## src/rtl/vga_hif_pkg.sv

```systemverilog
// rtl/vga_hif_pkg.sv - shared types and constants for the VGA host-interface cycle generator
//
// Purpose: FSM state encoding, default claimed I/O window, error read pattern,
// the 61-bit queued request layout and the I/O claim decode helper.
package vga_hif_pkg;

  typedef enum logic [1:0] {
    IDLE  = 2'd0,
    WAIT  = 2'd1,
    RECOV = 2'd2
  } state_t;

  localparam logic [15:0] IO_LO_DEF = 16'h03B0;
  localparam logic [15:0] IO_HI_DEF = 16'h03DF;
  localparam logic [31:0] ERR_RDATA = 32'hFFFF_FFFF;

  // 23 + 4 + 1 + 1 + 32 = 61 bits
  typedef struct packed {
    logic [22:0] addr;
    logic [3:0]  be_n;
    logic        mem_io_n;
    logic        rd_wr_n;
    logic [31:0] wdata;
  } req_t;

  // Memory space is always ours; I/O only inside the low 64K window [lo, hi].
  function automatic logic is_claimed(input logic [22:0] addr, input logic mem_io_n,
                                      input logic [15:0] lo, input logic [15:0] hi);
    if (mem_io_n) return 1'b1;
    return (addr[22:16] == 7'd0) && (addr[15:0] >= lo) && (addr[15:0] <= hi);
  endfunction

endpackage

```

## src/rtl/hif_req_fifo.sv

```systemverilog
// rtl/hif_req_fifo.sv - synchronous request queue with full/empty flags
//
// Purpose: DEPTH-entry FIFO (DEPTH a power of 2) using read/write pointers with
// one extra wrap bit, so full and empty are told apart without a counter.
// Ports:
//   i_clk, i_rst      clock, asynchronous active-high reset (empties queue)
//   i_push, i_wdata   write strobe and data (ignored when full)
//   i_pop             read strobe (ignored when empty)
//   o_rdata           head entry (valid when !o_empty)
//   o_full, o_empty   status flags
module hif_req_fifo #(
  parameter int unsigned DEPTH = 2,
  parameter int unsigned WIDTH = 61
) (
  input  logic             i_clk,
  input  logic             i_rst,
  input  logic             i_push,
  input  logic [WIDTH-1:0] i_wdata,
  input  logic             i_pop,
  output logic [WIDTH-1:0] o_rdata,
  output logic             o_full,
  output logic             o_empty
);

  localparam int unsigned AW = $clog2(DEPTH);

  logic [WIDTH-1:0] r_mem [DEPTH];
  logic [AW:0]      r_wr_ptr;
  logic [AW:0]      r_rd_ptr;
  logic             w_do_push;
  logic             w_do_pop;

  // Same index, different lap: writer is a full lap ahead.
  assign o_full    = (r_wr_ptr[AW] != r_rd_ptr[AW]) &&
                     (r_wr_ptr[AW-1:0] == r_rd_ptr[AW-1:0]);
  assign o_empty   = (r_wr_ptr == r_rd_ptr);
  assign w_do_push = i_push && !o_full;
  assign w_do_pop  = i_pop && !o_empty;
  assign o_rdata   = r_mem[r_rd_ptr[AW-1:0]];

  always_ff @(posedge i_clk or posedge i_rst) begin
    if (i_rst) begin
      r_wr_ptr <= '0;
      r_rd_ptr <= '0;
    end else begin
      if (w_do_push) r_wr_ptr <= r_wr_ptr + (AW+1)'(1);
      if (w_do_pop)  r_rd_ptr <= r_rd_ptr + (AW+1)'(1);
    end
  end

  always_ff @(posedge i_clk) begin
    if (w_do_push) r_mem[r_wr_ptr[AW-1:0]] <= i_wdata;
  end

endmodule

```

## src/rtl/hif_cyc_gen.sv

```systemverilog
// rtl/hif_cyc_gen.sv - turns queued host requests into single VGA t_* bus cycles
//
// Purpose: accepts host requests into a small queue, decodes ownership of the
// head, runs one VGA cycle at a time (IDLE -> WAIT -> RECOV), waits for
// h_t_ready_n with a timeout, and returns one response pulse per request in order.
// Ports:
//   h_hclk, h_reset          clock, asynchronous active-high reset
//   req_*                    host request port (valid/ready)
//   rsp_valid/rdata/err      one-cycle response, no backpressure
//   t_*                      registered cycle outputs to the VGA host interface
//   t_hdata_out, h_t_ready_n read data and completion strobe from the VGA side
//   busy                     cycle in progress or requests queued
module hif_cyc_gen
  import vga_hif_pkg::*;
#(
  parameter int unsigned FIFO_DEPTH = 2,
  parameter int unsigned TIMEOUT    = 255,
  parameter logic [15:0] IO_LO      = IO_LO_DEF,
  parameter logic [15:0] IO_HI      = IO_HI_DEF
) (
  input  logic        h_hclk,
  input  logic        h_reset,
  input  logic        req_valid,
  output logic        req_ready,
  input  logic [22:0] req_addr,
  input  logic [3:0]  req_be_n,
  input  logic        req_mem_io_n,
  input  logic        req_rd_wr_n,
  input  logic [31:0] req_wdata,
  output logic        rsp_valid,
  output logic [31:0] rsp_rdata,
  output logic        rsp_err,
  output logic [22:0] t_haddr,
  output logic [3:0]  t_byte_en_n,
  output logic        t_mem_io_n,
  output logic        t_hrd_hwr_n,
  output logic        t_svga_sel,
  output logic [31:0] t_hdata_in,
  input  logic [31:0] t_hdata_out,
  input  logic        h_t_ready_n,
  output logic        busy
);

  localparam logic [7:0] TIMEOUT_CNT = 8'(TIMEOUT);

  state_t     r_state;
  logic [7:0] r_cnt;
  req_t       w_push_req;
  req_t       w_head;
  logic       w_full;
  logic       w_empty;
  logic       w_claim;
  logic       w_timeout;
  logic       w_pop;

  assign w_push_req = {req_addr, req_be_n, req_mem_io_n, req_rd_wr_n, req_wdata};
  assign req_ready  = !w_full;
  assign busy       = (r_state != IDLE) || !w_empty;
  assign w_claim    = is_claimed(w_head.addr, w_head.mem_io_n, IO_LO, IO_HI);
  assign w_timeout  = (r_cnt == TIMEOUT_CNT);

  // The head leaves the queue only when its response is issued.
  assign w_pop = ((r_state == IDLE) && !w_empty && !w_claim) ||
                 ((r_state == WAIT) && (!h_t_ready_n || w_timeout));

  hif_req_fifo #(
    .DEPTH (FIFO_DEPTH),
    .WIDTH ($bits(req_t))
  ) u_fifo (
    .i_clk   (h_hclk),
    .i_rst   (h_reset),
    .i_push  (req_valid && !w_full),
    .i_wdata (w_push_req),
    .i_pop   (w_pop),
    .o_rdata (w_head),
    .o_full  (w_full),
    .o_empty (w_empty)
  );

  always_ff @(posedge h_hclk or posedge h_reset) begin
    if (h_reset) begin
      r_state     <= IDLE;
      r_cnt       <= '0;
      t_svga_sel  <= 1'b0;
      t_hrd_hwr_n <= 1'b1;
      t_mem_io_n  <= 1'b1;
      t_byte_en_n <= 4'hF;
      t_haddr     <= '0;
      t_hdata_in  <= '0;
      rsp_valid   <= 1'b0;
      rsp_rdata   <= '0;
      rsp_err     <= 1'b0;
    end else begin
      rsp_valid <= 1'b0;
      case (r_state)
        IDLE: begin
          if (!w_empty) begin
            if (w_claim) begin
              t_haddr     <= w_head.addr;
              t_byte_en_n <= w_head.be_n;
              t_mem_io_n  <= w_head.mem_io_n;
              t_hrd_hwr_n <= w_head.rd_wr_n;
              t_hdata_in  <= w_head.wdata;
              t_svga_sel  <= 1'b1;
              r_cnt       <= '0;
              r_state     <= WAIT;
            end else begin
              // Nobody decodes this address: fail it without touching the bus.
              rsp_valid <= 1'b1;
              rsp_err   <= 1'b1;
              rsp_rdata <= ERR_RDATA;
              r_state   <= RECOV;
            end
          end
        end
        WAIT: begin
          // Ready is checked first so a completion on the timeout edge is not lost.
          if (!h_t_ready_n) begin
            rsp_valid   <= 1'b1;
            rsp_err     <= 1'b0;
            rsp_rdata   <= t_hrd_hwr_n ? t_hdata_out : 32'd0;
            t_svga_sel  <= 1'b0;
            t_hrd_hwr_n <= 1'b1;
            r_state     <= RECOV;
          end else if (w_timeout) begin
            rsp_valid   <= 1'b1;
            rsp_err     <= 1'b1;
            rsp_rdata   <= ERR_RDATA;
            t_svga_sel  <= 1'b0;
            t_hrd_hwr_n <= 1'b1;
            r_state     <= RECOV;
          end else begin
            r_cnt <= r_cnt + 8'd1;
          end
        end
        RECOV:   r_state <= IDLE;
        default: r_state <= IDLE;
      endcase
    end
  end

endmodule

```

## config.mk

```make
export PLATFORM = sky130hd
export DESIGN_NAME = hif_cyc_gen
export DESIGN_NICKNAME = d
export VERILOG_FILES = /design/src/rtl/vga_hif_pkg.sv /design/src/rtl/hif_req_fifo.sv /design/src/rtl/hif_cyc_gen.sv
export SDC_FILE = /design/constraint.sdc
export NUM_CORES = 1
export LEC_CHECK = 0
export ABC_AREA = 1
export CAP_MARGIN = 20
export CELL_PAD_IN_SITES_DETAIL_PLACEMENT = 1
export CELL_PAD_IN_SITES_GLOBAL_PLACEMENT = 2
export CORE_MARGIN = 4
export CORE_UTILIZATION = 30
export DETAILED_ROUTE_END_ITERATION = 8
export PLACE_DENSITY = 0.8
export SKIP_LAST_GASP = 1
export SYNTH_ARGS = -nofsm -noshare
export SYNTH_HDL_FRONTEND = slang
export SYNTH_SLANG_ARGS = --single-unit
export TNS_END_PERCENT = 100
```

## constraint.sdc

```tcl
create_clock -name h_hclk -period 3.9 [get_ports h_hclk]
set_input_delay 0.78 -clock h_hclk [delete_from_list [all_inputs] [get_ports h_hclk]]
set_output_delay 0.78 -clock h_hclk [all_outputs]
set_load 0.005 [all_outputs]
```

==> run summary, run 1 <==
======================================================================================================
TritonCTS Buffers                                                                                   26
I/O pin total                                                                                      195
Post-synth net total                                                                               818
Number of H-tree branching levels                                                                    1
Nets@finish                                                                                       1017
Post-synthesis register bit count                                                                  232
Final instance area                                                                        12100 sq um
Sequential-to-total area share from yosys stat                                                   72.7%
Effective utilization at floorplan                                                               30.6%
Worst slew slack as a fraction of its limit                                                      49.3%
Maximum number of pins on one net before global-route repair                                        64
CTS tree                                                                                           yes
Clock Latency Late Sink                                                                         540 ps
Most instantiated flip-flop cell in the synthesis netlist                                 sky130_fd_sc_hd__edfxtp_1
Upper clock frequency limit                                                                    319 MHz
Via count of the first global-routing pass                                                        6357
Cell variety after synth                                                                            28
HPWL after DPL                                                                                 15.1 mm
Total Neg Setup Slack                                                                             0 ps
First-pass DRT Iterations                                                                            4
Placeable core region                                                                      28900 sq um
Mean Syn Cell Area                                                                          12.3 sq um
Fraction of met1 tracks used by global routing                                                   18.8%
Critical Path Source Type                                                                    flip-flop
Number of clock sinks seen by CTS                                                                  232
Commonest cells post-synth                                                                sky130_fd_sc_hd__nand2_1 (176), sky130_fd_sc_hd__edfxtp_1 (122), sky130_fd_sc_hd__dfrtp_1 (104)
Post-synth EDFFs                                                                                   122
Buffers on Ports                                                                                   194
Crit. End Element                                                                         primary output
Post-synth top area share                                                                        41.4%
Routability congestion estimate from global placement                                            0.734
Critical path class                                                                       flip-flop to primary output
Avg WL per Cell                                                                                17.0 um
CP bufs+invs                                                                                         1
Worst ir drop on vdd                                                                          0.353 mV
Compound-cell area share of the yosys netlist                                                    5.08%
Area leader, netlist                                                                      sky130_fd_sc_hd__edfxtp_1
Final slew viol count                                                                                0
Clock Skew                                                                                     30.5 ps
Average via count per standard cell                                                               4.43
Global-route met3 utilization                                                                    4.12%
Total Routed Length                                                                            22.5 mm
Critical path's top delay family                                                            flip-flops
Number of gates given a new drive strength after cts                                                 0
Dominant combinational cell family by area after synthesis                                simple AND/OR/NAND/NOR gates
Area Overhead vs Synth                                                                           37.4%
Slowest cell delay on critical path                                                             630 ps
Clock transition at the register clock pins on the worst setup and hold paths after CTS          60 ps
Vert. Die Dim                                                                                   180 um
Hold Violations, Final                                                                               0
CTS max path bufs                                                                                    3
Count of placed standard cells in the final layout, fillers left out                              1324
Required time of the worst setup path                                                          3120 ps
Hold-fix buffers at CTS                                                                              0
Cell count after synthesis                                                                         720
Status                                                                                    complete, no violations
Global-route total usage across every layer                                                      13.6%
Die area                                                                                   32300 sq um
Most used standard cell by instance count after synthesis                                 sky130_fd_sc_hd__nand2_1
Ordered list of cells on the worst path                                                   xor2_2 > nor2_2 > nand2_1 > clkdlybuf4s50_1
Post-Synthesis Cell Area                                                                    8840 sq um
Number of remaining DRC errors                                                                       0
Placed Instances                                                                                  1274
Actual transition at the worst max-transition pin                                               758 ps
Site Rows                                                                                           62
Simple-gate portion of the synthesized area                                                      13.5%
Global-route met2 utilization                                                                    21.6%
XOR/XNOR share of the synthesized area                                                          0.778%
Initial antenna violation count                                                                      3
Crit path time final                                                                           3130 ps
Number of synthesis warnings                                                                         0
Number of violations of the max-capacitance limit                                                    0
Final Total Pwr                                                                                10.1 mW
Post-Synth Adder-Cell Area                                                                      0.142%
Worst min-delay path category                                                             flip-flop to flip-flop
Setup repair after global routing missed its margin                                                 no
Arrival time reported for the critical path endpoint                                           2350 ps
Async set-reset flop share out of synthesis                                                      47.4%
1st-iter DRT viols                                                                                 294
Leading cell types by total area after synthesis                                          sky130_fd_sc_hd__edfxtp_1 (41%), sky130_fd_sc_hd__dfrtp_1 (29%), sky130_fd_sc_hd__nand2_1 (7.5%)
Gr busiest metal                                                                                  met2
Share of the clock period used by the worst path after layout                                    80.4%
Die W                                                                                           180 um
Number of endpoints failing setup at the final stage                                                 0
Overall overflow remaining after global route                                                        0
Via count                                                                                         5864
DRT antenna net count                                                                                0
Static leakage                                                                                 4.90 nW
Post-CTS Setup Inserts                                                                               0
Mux cell area share after synthesis                                                              4.64%
Fraction of layout instances using a drive strength above 1                                      7.77%
Slowest-stage cell, CP                                                                    sky130_fd_sc_hd__dfrtp_4
Area after detailed placement                                                              11200 sq um
Power density over cell area                                                               834 nW/um^2
CP Max Fanout                                                                                       27
Global-route wire length before repair                                                         36.0 mm
Buffer type at the clock tree root                                                        sky130_fd_sc_hd__clkbuf_16
======================================================================================================
[metrics by stage]
stage               setup slack, ps  hold slack, ps  utilization [%]
finish                          766             479             42.1
global route                    600             502             42.1
CTS                             702             484             42.0
detailed placement              889             469             38.8
global placement                956             468             38.8
floorplan                       228             461                -
[worst register-to-register path: stages (launching register included)]
cell and delay [ps]:
sky130_fd_sc_hd__dfrtp_4 640, sky130_fd_sc_hd__buf_4 470, sky130_fd_sc_hd__mux2i_1 500, sky130_fd_sc_hd__nand2_2 300, sky130_fd_sc_hd__nand2_4 470, sky130_fd_sc_hd__buf_4 340
sky130_fd_sc_hd__nand2_1 70, sky130_fd_sc_hd__o21ai_1 70
[routing by layer]
layer	vias to the layer above	wire length, um
li1	2832	-
met1	2815	10300
met2	183	10200
met3	28	1580
met4	6	338
met5	-	32
[cell usage in the layout (no fill, tap or decap), types with 5 or more instances in the layout]
master / n
sky130_fd_sc_hd__nand2_1: 176
sky130_fd_sc_hd__clkinv_2: 5
sky130_fd_sc_hd__inv_1: 18
sky130_fd_sc_hd__xor2_1: 5
sky130_fd_sc_hd__clkbuf_16: 26
sky130_fd_sc_hd__nor2_1: 85
sky130_fd_sc_hd__o21ai_0: 22
sky130_fd_sc_hd__clkbuf_1: 6
sky130_fd_sc_hd__mux2i_1: 41
sky130_fd_sc_hd__dfstp_2: 6
sky130_fd_sc_hd__clkdlybuf4s50_1: 194
sky130_fd_sc_hd__dfrtp_1: 103
sky130_fd_sc_hd__a21oi_1: 33
sky130_fd_sc_hd__nand3_1: 26
sky130_fd_sc_hd__o21ai_2: 5
sky130_fd_sc_hd__o21ai_1: 26
sky130_fd_sc_hd__buf_4: 5
sky130_fd_sc_hd__edfxtp_1: 122
[final cells by class]
class | count | area [sq um]
diodes | 1 | 2.50
clock buffers | 36 | 728
clock inverters | 12 | 183
fillers | 3108 | 16700
inverters | 21 | 81.3
multi-input cells | 434 | 2160
flip-flops and latches | 232 | 6430
well taps | 384 | 480
repair buffers | 204 | 2090
[cells by family (layout without fill, tap and decap cells)]
logic type | after synthesis | count (layout)
compound gates | 86 | 86
xor+xnor | 7 | 7
fa+ha+maj | 1 | 1
buf+inv | 54 | 273
flops | 232 | 232
mux | 41 | 41
other cells | 0 | 1
simple gates | 299 | 299
[final timing paths]
check | start | end | slack (ps) | cells after the start
worst max-delay path | u_fifo.r_rd_ptr[0]$_DFFE_PP0P_ | busy | 770 | 4
worst min-delay path | t_byte_en_n[3]$_DFFE_PP1P_ | t_byte_en_n[3]$_DFFE_PP1P_ | 480 | 2
worst max register to register | u_fifo.r_rd_ptr[0]$_DFFE_PP0P_ | t_hdata_in[10]$_DFFE_PP0P_ | 970 | 7
worst min register to register | t_byte_en_n[3]$_DFFE_PP1P_ | t_byte_en_n[3]$_DFFE_PP1P_ | 480 | 2
max in group asynchronous | h_reset | t_haddr[16]$_DFFE_PP0P_ | 2430 | 3
min in group asynchronous | h_reset | t_hdata_in[8]$_DFFE_PP0P_ | 700 | 2
[power by group]
part / switching [mW] / internal (mW)
clock network: 0.975 / 1.57
registers: 0.526 / 3.58
logic: 1.90 / 1.58
[registers in the layout, indices dropped and copies added (netlist names), 4 cells and up]
| signal | cells |
|---|---|
| rsp_rdata | 32 |
| u_fifo.r_mem | 122 |
| r_cnt | 8 |
| t_byte_en_n | 4 |
| t_hdata_in | 32 |
| t_haddr | 23 |
(Power assumes the default switching activity.)
==> run 2, diff against run 1 <==
--- a/config.mk
+++ b/config.mk
@@ -10,9 +10,9 @@
 export CELL_PAD_IN_SITES_DETAIL_PLACEMENT = 1
 export CELL_PAD_IN_SITES_GLOBAL_PLACEMENT = 2
 export CORE_MARGIN = 4
-export CORE_UTILIZATION = 30
+export CORE_UTILIZATION = 33
 export DETAILED_ROUTE_END_ITERATION = 8
-export PLACE_DENSITY = 0.8
+export PLACE_DENSITY = 0.83
 export SKIP_LAST_GASP = 1
 export SYNTH_ARGS = -nofsm -noshare
 export SYNTH_HDL_FRONTEND = slang
==> constraint.sdc (replaced) <==
create_clock -name h_hclk -period 3 [get_ports h_hclk]
set_input_delay 0.6 -clock h_hclk [delete_from_list [all_inputs] [get_ports h_hclk]]
set_output_delay 0.6 -clock h_hclk [all_outputs]
set_load 0.005 [all_outputs]
==> run 2 against run 1 <==
  * Via count is 1.5% higher
  * Sequential power is 27% higher
  * Largest power group unchanged
  * Sequential cell count stayed put
  * Clock skew is 3.7 ps lower
  * Clock power is 31% higher
  * Hold slack worse by 9.5 ps
  * Total power is 31% higher
  * Clock-buffer cell count stayed put
  * Critical endpoint unchanged
  * Setup slack worse by 550 ps
  * Cell count is 3.2% lower
  * Design area is 0.35% lower
  * Non-clock buffer count is 3 higher
==> run summary, run 2 (synthesis results as in run 1) <==
======================================================================================================
Status                                                                                    complete, no violations
CP Max Fanout                                                                                       19
Actual transition at the worst max-transition pin                                              1050 ps
Clock Skew                                                                                     26.8 ps
Total Neg Setup Slack                                                                             0 ps
Final slew viol count                                                                                0
Final instance area                                                                        12100 sq um
Buffer type at the clock tree root                                                        sky130_fd_sc_hd__clkbuf_16
Die area                                                                                   29500 sq um
Global-route wire length before repair                                                         35.0 mm
Area Overhead vs Synth                                                                           36.9%
CTS max path bufs                                                                                    3
Average via count per standard cell                                                               4.65
Area after detailed placement                                                              11200 sq um
Crit. End Element                                                                         primary output
DRT antenna net count                                                                                0
Number of H-tree branching levels                                                                    1
Flip-flop count of the largest register, all copies and words added                                122
Power density over cell area                                                              1090 nW/um^2
Number of remaining DRC errors                                                                       0
Number of endpoints failing setup at the final stage                                                 0
Final Total Pwr                                                                                13.2 mW
Slowest-stage cell, CP                                                                    sky130_fd_sc_hd__dfrtp_4
Worst min-delay path category                                                             flip-flop to flip-flop
Required time of the worst setup path                                                          2400 ps
Post-CTS Setup Inserts                                                                               0
Vert. Die Dim                                                                                   172 um
Via count                                                                                         5953
First-pass DRT Iterations                                                                            5
TritonCTS Buffers                                                                                   27
Global-route total usage across every layer                                                      15.0%
Internal power of the cells                                                                    8.78 mW
Clock Latency Late Sink                                                                         550 ps
Initial antenna violation count                                                                      2
Clock transition at the register clock pins on the worst setup and hold paths after CTS          60 ps
Most common cell after layout, fill and taps aside                                        sky130_fd_sc_hd__clkdlybuf4s50_1
Via count of the first global-routing pass                                                        6367
Total Routed Length                                                                            22.5 mm
Top library cells by usage in the layout, fill and taps aside                             sky130_fd_sc_hd__clkdlybuf4s50_1 (194), sky130_fd_sc_hd__nand2_1 (176), sky130_fd_sc_hd__edfxtp_1 (122), sky130_fd_sc_hd__dfrtp_1 (103), sky130_fd_sc_hd__nor2_1 (85)
# fillers                                                                                         2754
Static leakage                                                                                 4.91 nW
HPWL after DPL                                                                                 15.0 mm
Buffers on Ports                                                                                   194
Critical path's top delay family                                                            flip-flops
Crit path time final                                                                           2790 ps
Upper clock frequency limit                                                                    359 MHz
Setup repair after global routing missed its margin                                                 no
Share of power burned in combinational logic                                                     35.4%
Proportion of total power due to net switching                                                   33.7%
Maximum number of pins on one net before global-route repair                                       111
Worst slew slack as a fraction of its limit                                                      30.2%
CTS tree                                                                                           yes
Effective utilization at floorplan                                                               33.7%
Routability congestion estimate from global placement                                            0.762
Critical Path Source Type                                                                    flip-flop
Critical path class                                                                       flip-flop to primary output
Fraction of layout instances using a drive strength above 1                                      8.37%
1st-iter DRT viols                                                                                 255
Site Rows                                                                                           59
Number of gates given a new drive strength after cts                                                 0
Worst ir drop on vdd                                                                          0.488 mV
Nets@finish                                                                                       1021
Number of violations of the max-capacitance limit                                                    0
Share of total power in sequential cells                                                         39.4%
Clock share of power                                                                             25.2%
I/O pin total                                                                                      195
Die W                                                                                           172 um
Sw power                                                                                       4.46 mW
Overall overflow remaining after global route                                                        0
Ordered list of cells on the worst path                                                   xor2_2 > nor2_2 > nand2_1 > clkdlybuf4s50_1
Placeable core region                                                                      26200 sq um
CP bufs+invs                                                                                         1
Avg WL per Cell                                                                                17.6 um
Slowest cell delay on critical path                                                             590 ps
Arrival time reported for the critical path endpoint                                           2190 ps
Number of clock sinks seen by CTS                                                                  232
Share of the clock period used by the worst path after layout                                    92.9%
Hold-fix buffers at CTS                                                                              0
Hold Violations, Final                                                                               0
======================================================================================================
==> run 2: cell types whose count changed in the layout (fill, tap and decap cells not counted), sizes merged <==
cell and change:
diode +1, buf +3, clkinvlp +3, bufinv -2, clkinv +1
==> run 2: power groups by stage <==
| stage | Combinational, mW | Clock, mW | Sequential (mW) |
|---|---|---|---|
| final | 4.68 | 3.34 | 5.22 |
| after global routing | 5.25 | 3.58 | 5.35 |
| after CTS | 4.82 | 3.43 | 5.24 |
| after detailed placement | 4.79 | 0 | 5.27 |
| after global placement | 4.65 | 0 | 5.23 |
| after floorplan | 2.57 | 0 | 5.16 |
==> run 2: metrics by stage <==
stage / hold WS, ps / cells / util, % / setup slack [ps]
after floorplan: 461 / 720 / - / 525
after global placement: 458 / 1229 / 42.6 / 552
after detailed placement: 463 / 1229 / 42.6 / 436
after CTS: 478 / 1279 / 46.2 / 151
after global routing: 498 / 1279 / 46.2 / 77.9
final: 469 / 1281 / 46.2 / 212
==> run 2: metal layers <==
metal,global-route usage (%),wire (um)
met5,0,27
met4,3.75,511
met3,4.62,1790
met2,25.6,10900
met1,18.8,9320
==> run 2: final cells by class <==
class | instances | area (sq um) | area share [%]
Sequential cell | 232 | 6430 | 53.1
Multi-Input combinational cell | 434 | 2160 | 17.8
Timing Repair Buffer | 207 | 2080 | 17.2
Clock buffer | 36 | 802 | 6.63
Tap cell | 335 | 419 | 3.46
Clock inverter | 14 | 134 | 1.11
Inverter | 21 | 82.6 | 0.682
Antenna cell | 2 | 5.00 | 0.0414
==> run 2: final timing paths <==
kind	start	to	slack, ps	cells after the start
worst max-delay path	u_fifo.r_rd_ptr[0]$_DFFE_PP0P_	busy	210	4
worst min-delay path	t_haddr[19]$_DFFE_PP0P_	t_haddr[19]$_DFFE_PP0P_	470	2
worst max register to register	u_fifo.r_rd_ptr[0]$_DFFE_PP0P_	t_haddr[1]$_DFFE_PP0P_	510	13
worst min register to register	t_haddr[19]$_DFFE_PP0P_	t_haddr[19]$_DFFE_PP0P_	470	2
max in group asynchronous	h_reset	u_fifo.r_rd_ptr[0]$_DFFE_PP0P_	1880	3
min in group asynchronous	h_reset	t_hdata_in[11]$_DFFE_PP0P_	600	3
==> run 2: worst register-to-register path: stages, from the launching register on <==
cell and delay, ps:
sky130_fd_sc_hd__dfrtp_4 590, sky130_fd_sc_hd__inv_2 340, sky130_fd_sc_hd__nand2_1 100, sky130_fd_sc_hd__nand2_1 100, sky130_fd_sc_hd__inv_1 50, sky130_fd_sc_hd__nor2_1 80, sky130_fd_sc_hd__nand2_1 50, sky130_fd_sc_hd__nor2_1 90
sky130_fd_sc_hd__nand3_1 150, sky130_fd_sc_hd__nand2_2 130, sky130_fd_sc_hd__nand2_4 200, sky130_fd_sc_hd__buf_4 320, sky130_fd_sc_hd__nand2_1 100, sky130_fd_sc_hd__o21ai_0 90
